==> src/rtl/dp_sched_pkg.sv <==
// rtl/dp_sched_pkg.sv - shared state encoding, id width and chunk-count helper
package dp_sched_pkg;

  localparam int ID_W = 1;

  typedef enum logic [1:0] {
    ST_IDLE  = 2'd0,
    ST_LOAD  = 2'd1,
    ST_ISSUE = 2'd2,
    ST_WAIT  = 2'd3
  } state_t;

  function automatic int ceil_div(input int num, input int den);
    return (num + den - 1) / den;
  endfunction

endpackage

==> src/rtl/rr_arbiter_2.sv <==
// rtl/rr_arbiter_2.sv - two-input round-robin arbiter; on contention the
// requester that did not win last time is granted.
module rr_arbiter_2
  import dp_sched_pkg::*;
(
  input  logic [1:0]      i_req,
  input  logic [ID_W-1:0] i_last_grant,
  output logic            o_grant_valid,
  output logic [ID_W-1:0] o_grant_id
);

  always_comb begin
    o_grant_valid = |i_req;
    o_grant_id    = i_req[1] ? 1'b1 : 1'b0;
    if (&i_req) o_grant_id = ~i_last_grant;
  end

endmodule

==> src/rtl/dot_product_scheduler.sv <==
// rtl/dot_product_scheduler.sv - shares one dot-product unit between the r.r and
// p.Ap requesters: arbitrates, issues chunk reads, waits for the result with a watchdog.
module dot_product_scheduler
  import dp_sched_pkg::*;
#(
  parameter int NUM_EQ      = 16,
  parameter int NO_OF_UNITS = 8,
  parameter int ELEM_W      = 32,
  parameter int ADDR_W      = 10,
  parameter int TIMEOUT     = 255
) (
  input  logic              clk,
  input  logic              reset,
  input  logic [1:0]        i_req,
  input  logic [ADDR_W-1:0] i_base_a0,
  input  logic [ADDR_W-1:0] i_base_b0,
  input  logic [ADDR_W-1:0] i_base_a1,
  input  logic [ADDR_W-1:0] i_base_b1,
  output logic              o_mem_rd_en,
  output logic [ADDR_W-1:0] o_mem_addr_a,
  output logic [ADDR_W-1:0] o_mem_addr_b,
  output logic              o_dp_clear,
  output logic              o_dp_valid,
  output logic              o_dp_last,
  input  logic              i_dp_finish,
  input  logic [ELEM_W-1:0] i_dp_result,
  output logic [ELEM_W-1:0] o_result_out,
  output logic              o_result_id,
  output logic [1:0]        o_done,
  output logic              o_busy,
  output logic              o_timeout_err
);

  localparam int CHUNKS = ceil_div(NUM_EQ, NO_OF_UNITS);
  localparam int CW     = (CHUNKS > 1) ? $clog2(CHUNKS) : 1;
  localparam int TW     = $clog2(TIMEOUT + 1);

  state_t            r_state;
  logic [CW-1:0]     r_chunk;
  logic [TW-1:0]     r_wait_cnt;
  logic [ID_W-1:0]   r_last_grant;
  logic [ID_W-1:0]   r_gnt_id;
  logic [ADDR_W-1:0] r_addr_a;
  logic [ADDR_W-1:0] r_addr_b;
  logic              r_rd_en;
  logic              r_dp_clear;
  logic              r_dp_valid;
  logic              r_dp_last;
  logic              r_timeout_err;
  logic [ELEM_W-1:0] r_result;
  logic [ID_W-1:0]   r_result_id;
  logic [1:0]        r_done;

  logic [1:0]        w_masked_req;
  logic              w_grant_valid;
  logic [ID_W-1:0]   w_grant_id;
  logic              w_last_chunk;
  logic [TW-1:0]     w_wait_next;

  // A requester whose done is pulsing cannot be regranted in the same cycle.
  assign w_masked_req = i_req & ~r_done;
  assign w_last_chunk = (r_chunk == CW'(CHUNKS - 1));
  assign w_wait_next  = r_wait_cnt + TW'(1);

  rr_arbiter_2 u_arb (
    .i_req         (w_masked_req),
    .i_last_grant  (r_last_grant),
    .o_grant_valid (w_grant_valid),
    .o_grant_id    (w_grant_id)
  );

  always_ff @(posedge clk) begin
    if (reset) begin
      r_state       <= ST_IDLE;
      r_chunk       <= '0;
      r_wait_cnt    <= '0;
      r_last_grant  <= ID_W'(1);
      r_gnt_id      <= '0;
      r_addr_a      <= '0;
      r_addr_b      <= '0;
      r_rd_en       <= 1'b0;
      r_dp_clear    <= 1'b0;
      r_dp_valid    <= 1'b0;
      r_dp_last     <= 1'b0;
      r_timeout_err <= 1'b0;
      r_result      <= '0;
      r_result_id   <= '0;
      r_done        <= 2'b00;
    end else begin
      r_dp_clear <= 1'b0;
      r_done     <= 2'b00;
      r_rd_en    <= 1'b0;
      // Read data arrives one cycle after the strobe, so valid/last trail it by one.
      r_dp_valid <= r_rd_en;
      r_dp_last  <= r_rd_en & w_last_chunk;
      case (r_state)
        ST_IDLE: begin
          if (w_grant_valid) begin
            r_gnt_id   <= w_grant_id;
            r_addr_a   <= (w_grant_id == 1'b1) ? i_base_a1 : i_base_a0;
            r_addr_b   <= (w_grant_id == 1'b1) ? i_base_b1 : i_base_b0;
            r_dp_clear <= 1'b1;
            r_state    <= ST_LOAD;
          end
        end
        ST_LOAD: begin
          r_chunk <= '0;
          r_rd_en <= 1'b1;
          r_state <= ST_ISSUE;
        end
        ST_ISSUE: begin
          if (w_last_chunk) begin
            r_wait_cnt <= '0;
            r_state    <= ST_WAIT;
          end else begin
            r_chunk  <= r_chunk + CW'(1);
            r_addr_a <= r_addr_a + ADDR_W'(1);
            r_addr_b <= r_addr_b + ADDR_W'(1);
            r_rd_en  <= 1'b1;
          end
        end
        ST_WAIT: begin
          if (i_dp_finish) begin
            r_result       <= i_dp_result;
            r_result_id    <= r_gnt_id;
            r_done[r_gnt_id] <= 1'b1;
            r_last_grant   <= r_gnt_id;
            r_state        <= ST_IDLE;
          end else if (w_wait_next == TW'(TIMEOUT)) begin
            r_timeout_err    <= 1'b1;
            r_done[r_gnt_id] <= 1'b1;
            r_state          <= ST_IDLE;
          end else begin
            r_wait_cnt <= w_wait_next;
          end
        end
        default: r_state <= ST_IDLE;
      endcase
    end
  end

  assign o_mem_rd_en   = r_rd_en;
  assign o_mem_addr_a  = r_addr_a;
  assign o_mem_addr_b  = r_addr_b;
  assign o_dp_clear    = r_dp_clear;
  assign o_dp_valid    = r_dp_valid;
  assign o_dp_last     = r_dp_last;
  assign o_result_out  = r_result;
  assign o_result_id   = r_result_id;
  assign o_done        = r_done;
  assign o_busy        = (r_state != ST_IDLE);
  assign o_timeout_err = r_timeout_err;

endmodule

==> config.mk <==
export PLATFORM = sky130hd
export DESIGN_NAME = dot_product_scheduler
export DESIGN_NICKNAME = d
export VERILOG_FILES = /design/src/rtl/dp_sched_pkg.sv /design/src/rtl/rr_arbiter_2.sv /design/src/rtl/dot_product_scheduler.sv
export SDC_FILE = /design/constraint.sdc
export NUM_CORES = 1
export LEC_CHECK = 0
export BUFFER_PORTS_ARGS = -buffer_cell sky130_fd_sc_hd__buf_2
export CAP_MARGIN = 15
export CORE_ASPECT_RATIO = 0.5
export CORE_MARGIN = 4
export CORE_UTILIZATION = 40
export CTS_BUF_LIST = sky130_fd_sc_hd__clkbuf_4
export CTS_CLUSTER_SIZE = 20
export DETAILED_ROUTE_END_ITERATION = 12
export GPL_TIMING_DRIVEN = 0
export PLACE_DENSITY = 0.77
export SLEW_MARGIN = 0
export SYNTH_ARGS = -nofsm -noshare
export SYNTH_HDL_FRONTEND = slang
export SYNTH_SLANG_ARGS = --single-unit
==> constraint.sdc <==
create_clock -name clk -period 3.9 [get_ports clk]
set_clock_uncertainty 0.1 [all_clocks]
set_input_delay 0.585 -clock clk [delete_from_list [all_inputs] [get_ports clk]]
set_output_delay 0.585 -clock clk [all_outputs]
set_load 0.01 [all_outputs]
* Yosys cells after proc, flatten, opt, wreduce, memory -nomap -nowiden *
Cells that the tools add are included.

word-level totals
  bits in latches = 0
  ROM bits = 0
  flip-flop bits (word level) = 73
  memory bits (writable) = 0
  memories kept = 0
  input bits = 77
  output and inout bits = 61
  logic and storage cells = 82

operators by class
  multipliers = 0
  reduce and logical (&&, ||, !) cells = 16
  shift-type cells = 0
  equality and inequality tests = 10
  bitwise logic cells = 7
  $add $sub $neg = 4
  divide/modulo/power cells = 0
  muxes and demuxes = 28
  $lt $le $gt $ge = 2

operators with widths
  operator                                                    number
  2-to-1 mux 10 bit                                           6
  case mux 10 bit (2 select lines)                            2
  2-to-1 mux 8 bit                                            3
  adder 10 x 1 -> 10 bit, second input constant               2
  case mux 8 bit (2 select lines)                             1
  2-to-1 mux 2 bit                                            6
  AND reduction 3 bit                                         3
  adder 8 x 1 -> 8 bit, second input constant                 1
  equality test 8 bit, second input constant                  1
  inequality test 2 bit, second input constant                4
  case mux 2 bit (4 select lines)                             1
  nonzero test 2 bit                                          4
  2-to-1 mux 1 bit                                            6
  AND reduction 2 bit                                         3
  OR reduction 2 bit                                          3
  equality test 2 bit, second input constant                  2
  NOT 1 bit                                                   4
  case mux 1 bit (2 select lines)                             2
  AND reduction 4 bit                                         1
  inequality test 3 bit, second input constant                1
  AND 2 bit                                                   1
  equality test 2 x 1 -> 1 bit, second input constant         1
  zero test 2 bit                                             1
  less-than comparator 1 x 2 -> 1 bit, second input constant  1
  other kinds (7)                                             7

* Longest topological paths before layout *
  word-level depth = 7
  gate-level depth with buffers = 9
  mapped depth without buffers = 7

* Cells and area by module *
A second synthesis with hierarchy kept.

unflattened totals
  cell total of the unflattened synthesis = 449
  area total of the unflattened synthesis = 3,492.1 um2

by module, submodules not included
  module                 instances  area each (um2)  cells an instance  seq. area each (um2)
  dot_product_scheduler  1          3,478.3          447                1,461.4
  rr_arbiter_2           1          13.8             2                  0.0

* Least setup slack after synthesis *
OpenSTA, ideal clock, no wires.

  path type = input to register
  start = input i_dp_finish
  end = register r_wait_cnt[4]
  cell stages on the path = 6
  data arrival time = 1,898 ps
  setup slack = 1,810 ps
  buffers on the path = 2
  path through = and2_1 buf_2 or3_1 buf_2 or4_1 o32ai_1

between the ends
  longest elaborated chain between the ends = 2

RTL lines
  what                                    line                          RTL
  start, declared                         dot_product_scheduler.sv:25   input logic i_dp_finish,
  inequality test 2 bit (no source line)  n/a
  AND reduction 4 bit (no source line)    n/a
  end signal, assigned                    dot_product_scheduler.sv:134  r_wait_cnt <= w_wait_next;
  end, declared                           dot_product_scheduler.sv:40   logic [TW-1:0] r_wait_cnt;

No other way between the ends.
A chain may end at the register's enable or synchronous reset.

* Worst setup path in the final report *
  start = register r_state[0]
  end = register r_addr_a[8] (netlist: o_mem_addr_a[8])

between the ends
  longest elaborated chain between the ends = 3
  elaborated cells on any way between the ends = 7

RTL lines
  what                                                            line                          RTL
  start, declared                                                 dot_product_scheduler.sv:38   state_t r_state;
  start signal, assigned                                          dot_product_scheduler.sv:74   r_state <= ST_IDLE;
  start signal, assigned                                          dot_product_scheduler.sv:103  r_state <= ST_LOAD;
  start signal, assigned                                          dot_product_scheduler.sv:109  r_state <= ST_ISSUE;
  equality test 2 bit / zero test 2 bit (equally long branches)   dot_product_scheduler.sv:96   case (r_state)
  inequality test 2 bit (no source line) (tied with other cells)  n/a
  AND reduction 3 bit (no source line)                            n/a
  end signal, assigned                                            dot_product_scheduler.sv:100  r_addr_a <= (w_grant_id == 1'b1) ? i_base_a1 : i_base_a0;
  end signal, assigned                                            dot_product_scheduler.sv:117  r_addr_a <= r_addr_a + ADDR_W'(1);
  end, declared                                                   dot_product_scheduler.sv:43   logic [ADDR_W-1:0] r_addr_a;

Parallel ways exist; a longest one is shown, timed or not.

==> impl_metrics.py <==
metrics = {
    "outcome": {
        "outcome": "finished, final reports clean",
    },
    "critical_path": {
        "path_max_fanout": 10,
        "start_kind": "register",
        "crit_path_end_kind": "register",
        "worstPathArrival_ns": 2.76,
        "required_ns": 4.16,
        "path_class": "reg -> reg",
    },
    "clock_tree": {
        "insertion_delay_ns": 0.42,
        "cts_root_buf": "clkbuf_4",
        "htree_levels": 3,
        "cts_tree": "yes",
        "cts_buffers": 9,
        "clock_path_buffers": 2,
        "clk_pin_slew_worst_paths_ns": 0.12,
        "post-cts-setup-buffers": 0,
        "cts.repair.resized": 0,
        "ctsHoldBuffers": 0,
        "cts_sinks": 73,
    },
    "synth": {
        "synth_edf_count": 0,
        "ys_dominant_reg_cell": "dfxtp_1",
        "postSynthCellCount": 430,
        "synth_area_per_cell_sq_um": 8.13,
        "ys_ff_latch": 73,
        "synth_warnings": 0,
        "syn_area_sq_um": 3500,
        "synth_fp_nets": 516,
        "synth.distinct_cells": 43,
        "ys_seq_area_share_pct": 41.8,
        "async_flop_share_pct": 0,
    },
    "pwr": {
        "p_total_w": 0.00242,
        "power_frac_seq_pct": 41.2,
        "p_sw_w": 0.000971,
        "swShare_pct": 40.2,
        "powerDensity_nw_per_um2": 544,
        "p_comb_share_pct": 40.4,
        "power_frac_clock_pct": 18.4,
        "vdd_ir_drop_max_mv": 0.299,
        "p_int_w": 0.00145,
        "power_leakage_nw": 2.02,
    },
    "final_layout": {
        "layout-drive-gt1-share_pct": 27.8,
        "num-nets-final": 664,
        "final_cell_mix": "buf_2 (143), nand2_1 (108), dfxtp_1 (73), a21oi_1 (41), mux2i_1 (18)",
        "layout_commonest_cell": "buf_2",
        "n_antenna_cell": 0,
        "layout.cells.non_filler": 694,
        "final_area_sq_um": 4440,
        "fillers": 794,
        "syn2layout_area_growth_pct": 27.0,
    },
    "floorplanning": {
        "fp.dieW_um": 140,
        "core_sq_um": 8260,
        "die_area_sq_um": 10400,
        "rows": 23,
        "dieHeight_um": 74.1,
        "start_util_pct": 42.3,
        "pin_count": 138,
    },
    "sta": {
        "max_slew_margin_pct": 57.4,
        "whs_ns": 0.285,
        "post-route-min-period_ns": 2.50,
        "setup_tns_ns": 0,
        "final-max-slew-violation-count": 0,
        "grt_setup_unrepaired": "false",
        "min_period_over_period_pct": 64.0,
        "fmax_mhz": 400,
        "setup_viol": 0,
        "final_hold_viol_count": 0,
        "tightest_slew_ns": 0.638,
    },
    "detailed_routing": {
        "first_iter_violations": 192,
        "drtPass1Iterations": 5,
        "num_vias": 3637,
        "viasPerCell": 5.24,
        "wirelength_mm": 10.1,
        "drt-wirelength-per-cell_um": 14.5,
        "ant_nets": 0,
        "drc": 0,
    },
    "placement": {
        "globalplace.congestion": 0.828,
        "io_buffers": 137,
        "place_area_sq_um": 4320,
        "place_inst": 679,
        "hpwl_mm": 7.49,
    },
    "global_routing": {
        "antenna_found_initial": 0,
        "grt_overflow_total": 0,
        "grt_pass1_vias": 3286,
        "grt_use_total_pct": 18.8,
        "grt_max_degree": 12,
        "grt_pass1_wl_mm": 15.7,
    },
    "flow_run": {
        "maxCapViolations": 0,
    },
    "min_path": {
        "min_path_type": "in -> reg",
    },
}
-- worst max-delay path, cell delays in order (launching register included) --
cell       delay, ns
dfxtp_1         0.41
inv_1           0.10
ha_1            0.23
nand2b_1        0.16
a32o_1          0.20
clkbuf_1        0.22
nor2_1          0.53
buf_2           0.34
o2bb2ai_1       0.14
-- power by group through the flow --
| stage | clock (W) | combinational, W | sequential (W) |
|---|---|---|---|
| 2_1_floorplan | 0 | 0.000597 | 0.00103 |
| 3_3_place_gp | 0 | 0.000950 | 0.00101 |
| 3_5_place_dp | 0 | 0.000965 | 0.00101 |
| 4_1_cts | 0.000455 | 0.000968 | 0.000991 |
| 5_1_grt | 0.000480 | 0.00108 | 0.00101 |
| 6_report | 0.000445 | 0.000976 | 0.000995 |
-- path summary, 6_finish.rpt --
path | endpoint | from | slack (ns) | depth (start not counted)
worst max-delay path | o_mem_addr_a[8]$_SDFFE_PP0P_ | r_state[0]$_SDFFE_PP0P_ | 1.40 | 8
worst min-delay path | o_result_out[22]$_SDFFE_PP0P_ | i_dp_result[22] | 0.29 | 3
worst max register to register | o_mem_addr_a[8]$_SDFFE_PP0P_ | r_state[0]$_SDFFE_PP0P_ | 1.40 | 8
worst min register to register | o_result_out[10]$_SDFFE_PP0P_ | o_result_out[10]$_SDFFE_PP0P_ | 0.36 | 2
-- synthesized netlist by cell type, types with 3 or more instances --
| cell | instances | area, sq um |
|---|---|---|
| a21o_1 | 3 | 22.5 |
| or2_2 | 3 | 18.8 |
| buf_1 | 5 | 18.8 |
| a32o_1 | 16 | 160 |
| nor2_1 | 17 | 63.8 |
| nand2_1 | 108 | 405 |
| dfxtp_1 | 73 | 1460 |
| o211ai_1 | 5 | 37.5 |
| nand2b_1 | 15 | 93.8 |
| inv_1 | 9 | 33.8 |
| mux2_2 | 4 | 45.0 |
| nand3_1 | 8 | 40.0 |
| buf_2 | 6 | 30.0 |
| o21ai_0 | 11 | 55.1 |
| and3_1 | 7 | 43.8 |
| o21a_1 | 3 | 22.5 |
| and2_1 | 4 | 25.0 |
| a21oi_1 | 41 | 205 |
| nor3_1 | 4 | 20.0 |
| clkbuf_1 | 16 | 60.1 |
| mux2i_1 | 18 | 180 |
| o22ai_1 | 12 | 75.1 |
| ha_1 | 9 | 113 |
| or4_1 | 3 | 22.5 |
| o32ai_1 | 5 | 43.8 |
-- final cells by class --
type                       count  area (sq um)  share of cell area, %
multi-input combinational    320          1890                   42.5
sequential                    73          1460                   32.9
timing repair buffer         137           686                   15.4
tap                          112           140                   3.16
buffer                        27           109                   2.45
clock buffer                   9          67.6                   1.52
clock inverter                 6          50.0                   1.13
inverter                      10          37.5                  0.846
-- cells by family after synthesis --
group	synth area share, %
buf+inv	4.19
compound gates	21.5
flops	41.8
fa+ha+maj	3.22
xor+xnor	0.501
mux	6.44
simple gates	22.3
-- sequential cells by signal, indices dropped and copies added (netlist names) --
| register | flops |
|---|---|
| o_mem_rd_en | 1 |
| o_result_out | 32 |
| r_state | 2 |
| o_mem_addr_a | 10 |
| o_dp_last | 1 |
| o_timeout_err | 1 |
| o_dp_valid | 1 |
| r_last_grant | 1 |
| o_mem_addr_b | 10 |
| r_wait_cnt | 8 |
| r_chunk | 1 |
| o_result_id | 1 |
| o_dp_clear | 1 |
| r_gnt_id | 1 |
| o_done | 2 |
-- per-stage QoR --
step / util, % / setup slack (ns)
finish: 53.7 / 1.40
global route: 53.7 / 1.23
global placement: 52.3 / 1.48
floorplan: - / 1.81
CTS: 53.7 / 1.45
detailed placement: 52.3 / 1.44
-- metal layers --
metal / share of wire, % / track usage, %
met1: 46 / 23.9
met2: 46 / 31.1
met3: 6.3 / 5.46
met4: 1.6 / 6.34
met5: 0 / 0
No activity file was read; power rests on OpenSTA's default activity.
